**config.mk**
```make
export PLATFORM = sky130hd
export DESIGN_NAME = uart_tx_arbiter
export DESIGN_NICKNAME = d
export VERILOG_FILES = /design/src/rtl/uart_tx_arbiter.sv
export SDC_FILE = /design/constraint.sdc
export NUM_CORES = 1
export LEC_CHECK = 0
export ABC_AREA = 1
export BUFFER_PORTS_ARGS = -buffer_cell sky130_fd_sc_hd__buf_2
export CORE_ASPECT_RATIO = 0.8
export CORE_MARGIN = 1
export CORE_UTILIZATION = 54
export DETAILED_ROUTE_END_ITERATION = 7
export PLACE_DENSITY_LB_ADDON = 0.1
export SKIP_LAST_GASP = 1
export SYNTH_ARGS = -nofsm -noshare
export SYNTH_HDL_FRONTEND = slang
export SYNTH_SLANG_ARGS = --single-unit
```
**constraint.sdc**
```tcl
create_clock -name clk -period 1.9 [get_ports clk]
set_input_delay 0.19 -clock clk [delete_from_list [all_inputs] [get_ports clk]]
set_output_delay 0.19 -clock clk [all_outputs]
set_load 0.01 [all_outputs]
```
**src/rtl/uart_tx_arbiter.sv**
```systemverilog
// Round-robin, packet-locked arbiter that lets two byte sources share one UART
// transmitter. A watchdog recovers from a silent transmitter or a stalled owner.
module uart_tx_arbiter #(
  parameter int unsigned DATA_W      = 8,
  parameter int unsigned TIMEOUT_CYC = 20000
) (
  input  logic              clk,
  input  logic              rst,
  input  logic              req0_valid,
  input  logic [DATA_W-1:0] req0_data,
  input  logic              req0_last,
  output logic              req0_ready,
  input  logic              req1_valid,
  input  logic [DATA_W-1:0] req1_data,
  input  logic              req1_last,
  output logic              req1_ready,
  output logic              tx_start,
  output logic [DATA_W-1:0] tx_data,
  input  logic              tx_done,
  output logic [1:0]        grant,
  output logic              timeout_err
);

  localparam int unsigned CNT_W = $clog2(TIMEOUT_CYC + 1);

  typedef enum logic [1:0] {IDLE, ACCEPT, START, WAIT} state_t;

  state_t            state, state_n;
  logic              ptr, ptr_n;
  logic              last_q, last_n;
  logic [CNT_W-1:0]  cnt, cnt_n;
  logic [1:0]        grant_n;
  logic [DATA_W-1:0] data_n;
  logic              r0_n, r1_n, start_n, terr_n;

  logic              owner1, owner_valid, pick1, expire;
  logic [DATA_W-1:0] owner_data;
  logic              owner_last;

  assign owner1      = grant[1];
  assign owner_valid = owner1 ? req1_valid : req0_valid;
  assign owner_data  = owner1 ? req1_data  : req0_data;
  assign owner_last  = owner1 ? req1_last  : req0_last;
  assign pick1       = req1_valid && (!req0_valid || ptr);
  assign expire      = (cnt == CNT_W'(TIMEOUT_CYC - 1));

  always_comb begin
    state_n = state;
    ptr_n   = ptr;
    last_n  = last_q;
    cnt_n   = cnt;
    grant_n = grant;
    data_n  = tx_data;
    r0_n    = req0_ready;
    r1_n    = req1_ready;
    start_n = 1'b0;
    terr_n  = 1'b0;
    unique case (state)
      IDLE: begin
        if (req0_valid || req1_valid) begin
          grant_n = pick1 ? 2'b10 : 2'b01;
          r0_n    = !pick1;
          r1_n    = pick1;
          cnt_n   = '0;
          state_n = ACCEPT;
        end
      end
      ACCEPT: begin
        if (owner_valid) begin
          data_n  = owner_data;
          last_n  = owner_last;
          r0_n    = 1'b0;
          r1_n    = 1'b0;
          start_n = 1'b1;
          cnt_n   = '0;
          state_n = START;
        end else if (expire) begin
          terr_n  = 1'b1;
          grant_n = '0;
          r0_n    = 1'b0;
          r1_n    = 1'b0;
          ptr_n   = !owner1;
          cnt_n   = '0;
          state_n = IDLE;
        end else begin
          cnt_n = cnt + CNT_W'(1);
        end
      end
      START: begin
        cnt_n   = '0;
        state_n = WAIT;
      end
      WAIT: begin
        // tx_done takes priority over a watchdog expiry in the same cycle
        if (tx_done) begin
          cnt_n = '0;
          if (last_q) begin
            grant_n = '0;
            ptr_n   = !owner1;
            state_n = IDLE;
          end else begin
            r0_n    = !owner1;
            r1_n    = owner1;
            state_n = ACCEPT;
          end
        end else if (expire) begin
          terr_n  = 1'b1;
          grant_n = '0;
          ptr_n   = !owner1;
          cnt_n   = '0;
          state_n = IDLE;
        end else begin
          cnt_n = cnt + CNT_W'(1);
        end
      end
      default: state_n = IDLE;
    endcase
  end

  always_ff @(posedge clk) begin
    if (rst) begin
      state       <= IDLE;
      ptr         <= 1'b0;
      last_q      <= 1'b0;
      cnt         <= '0;
      grant       <= '0;
      tx_data     <= '0;
      req0_ready  <= 1'b0;
      req1_ready  <= 1'b0;
      tx_start    <= 1'b0;
      timeout_err <= 1'b0;
    end else begin
      state       <= state_n;
      ptr         <= ptr_n;
      last_q      <= last_n;
      cnt         <= cnt_n;
      grant       <= grant_n;
      tx_data     <= data_n;
      req0_ready  <= r0_n;
      req1_ready  <= r1_n;
      tx_start    <= start_n;
      timeout_err <= terr_n;
    end
  end

endmodule

```
==> impl_metrics.csv <==
group,metric,value,unit
setup_path,worst_ep_arrival_time,1.87,ns
yosys,synth_warnings,0,
floorplanning,dieWidth,67.85,um
placed_design,place_congestion,0.9061,
timing,max_freq,0.5997,GHz
grt,track_usage,0.2485,
setup_path,critical_path.endpoint_type,"flip-flop",
timing,finalCritPeriodShare,0.8776,
yosys,ys_seq_elements,33,
yosys,ys_seq_area_frac,0.3527,
grt,gr-total-overflow,0,
cells_and_area,fillers,294,
setup_path,worstPathMaxFanout,13,
cells_and_area,syn_to_final_growth,14.56,%
timing,hold_violations,0,
timing,period_needed,1.667,ns
timing,clock_skew,0.009765,ns
setup_path,r2r_cells,8,
placed_design,dp_hpwl,3005,um
placed_design,dp_cells,344,
outcome,status,"finished clean",
route,drc,0,
route,routed_wl,4014,um
cells_and_area,layout_commonest_cell,"nand2_1",
route,via_per_inst,5.236,
yosys,synth_area,1873,um2
floorplanning,start_util,0.5857,
clocking,holdBufCountCts,0,
floorplanning,dieArea,3709,um2
route,wire_per_inst,11.40,um
grt,grt_start_max_net_pins,19,
clocking,clock-root-buffer,"clkbuf_8",
job,cap_violations,0,
yosys,syn_inst,273,
power,p_sw_frac,0.2866,
power,switching_power,0.0004326,W
clocking,htree_levels,2,
grt,grt_pass1_wl,6851,um
cells_and_area,layout-drive-gt1-share,0.2436,
yosys,synth.distinct_cells,31,
yosys,syn_nets,297,
yosys,syn_area_per_cell,6.861,um2
power,comb_power_share,0.168,
clocking,clockBufferDepth,2,
power,pwr-share-seq,0.500,
worst_hold_path,holdPathStages,3,
setup_path,required,2.10,ns
placed_design,dpl_worst_slack,0.2538,ns
timing,setup_viol,0,
worst_hold_path,hold_class,"input port to flip-flop",
floorplanning,pin_count,37,
route,vias,1843,
floorplanning,die-height,54.68,um
yosys,synthTopCellsByArea,"dfxtp_1 (35%), nand2_1 (18%), nor2_1 (4.8%), a21oi_2 (4.7%), inv_1 (4.4%)",
cells_and_area,antenna_cells,0,
route,drtAntennaViolNets,0,
floorplanning,row_count,18,
cells_and_area,nets,335,
clocking,insertion_delay,0.28,ns
power,ir_drop,0.0005184,V
cells_and_area,stdcell_count,352,
cells_and_area,layout_common_cells,"nand2_1 (91), buf_2 (36), dfxtp_1 (33)",
clocking,cts_buffers,5,
timing,setup_slack,0.2326,ns
setup_path,critPathLaunchType,"flip-flop",
clocking,path_clk_slew,0.06,ns
clocking,cts_tree,"built",
clocking,clock_sink_count,33,
floorplanning,coreArea,3198,um2
timing,rsz0062_at_grt,"no",
power,p_int,0.001077,W
power,powerDensity,703.5,nW/um2
power,pwr-share-clk,0.332,
clocking,ctsResizeCount,0,
timing,maxSlewHeadroom,0.7009,
grt,antenna_found_initial,0,
power,leakagePower,0.9351,nW
timing,drv_slew,0,
clocking,postCtsSetupBuffers,0,
timing,fin_setup_tns,0,ns
grt,grt_pass1_vias,1555,
timing,whs,0.1785,ns
power,power,0.001510,W
setup_path,criticalPathCategory,"flip-flop to flip-flop",
placed_design,port_buffers,36,
route,drt-pass1-iter-count,4,
yosys,yosys.area.top_type,"dfxtp_1",
route,first_iter_violations,95,
timing,tightest_slew,0.4481,ns
yosys,yosys.area.top_type_share,0.3527,
## through the flow
step / area, um2 / utilization
3_5_place_dp: 2063 / 0.6451
6_report: 2146 / 0.6710
3_3_place_gp: 2063 / 0.6451
4_1_cts: 2146 / 0.6710
2_1_floorplan: 1873 / -
5_1_grt: 2146 / 0.6710
## cells by family (layout without fill, tap and decap cells)
logic type                 count (synthesis)  after routing  synth area share
and+or+nand+nor                          150            150            0.3627
AOI/OAI and AO/OA                         55             55            0.1870
DFF                                       33             33            0.3527
buffers and inverters                     32             71           0.08149
xor gates and xnor gates                   2              2          0.009354
adders and majority gates                  1              1          0.006679
## critical path: stages (launching register included)
cell     delay [ns]
dfxtp_1        0.33
ha_1           0.23
nand2_1        0.15
nor2_4         0.07
nand2_1        0.09
nor2_2         0.05
nor2_4         0.34
o21ai_0        0.16
a21oi_1        0.16
## worst paths after layout
check | from | to | slack, ns
worst max-delay path | cnt[0]$_SDFFE_PP0P_ | cnt[7]$_SDFFE_PP0P_ | 0.23
worst min-delay path | req1_data[5] | tx_data[5]$_SDFFE_PP0P_ | 0.18
worst min register to register | req0_ready$_SDFFE_PP0P_ | req0_ready$_SDFFE_PP0P_ | 0.46
worst max register to register | cnt[0]$_SDFFE_PP0P_ | cnt[7]$_SDFFE_PP0P_ | 0.23
## cell usage after synthesis, drive strengths merged
cell type  count
buf            4
nand4          4
dfxtp         33
o21ai         16
a21oi         22
or2            1
inv           24
nand3         20
o22ai          1
o21a           1
clkbuf         4
a31oi         11
nor3           1
ha             1
nor2          29
o21bai         4
xnor2          2
nand2         95
## cell type report
cell class / instances / area [um2] / area share
Tap cell: 40 / 50.05 / 0.02332
Timing Repair Buffer: 39 / 202.7 / 0.09446
Clock buffer: 6 / 72.57 / 0.03382
Clock inverter: 2 / 10.01 / 0.004665
Multi-Input combinational cell: 208 / 1060 / 0.4939
Sequential cell: 33 / 660.6 / 0.3079
Inverter: 24 / 90.09 / 0.04198
## layer usage
metal  share of wire  up-vias  GRT usage
met3           0.057        2    0.05000
met2            0.40       55     0.3795
met4          0.0057        0    0.06250
met1            0.54      818     0.3549
met5               0        -          0
li1                -      968          -
## sequential cells by signal, indices dropped and copies added (netlist names)
name / flops
ptr: 1
cnt: 15
state: 2
tx_data: 8
req1_ready: 1
grant: 2
last_q: 1
timeout_err: 1
tx_start: 1
req0_ready: 1
## power groups by stage
stage          Clock [W]  Combinational (W)  Sequential, W
4_1_cts         0.000517           0.000254       0.000755
6_report        0.000501           0.000253       0.000755
2_1_floorplan          0           0.000171       0.000781
5_1_grt         0.000540           0.000288       0.000760
3_5_place_dp           0           0.000254       0.000770
3_3_place_gp           0           0.000252       0.000769
Note: power is estimated with default switching activity, not from simulation.
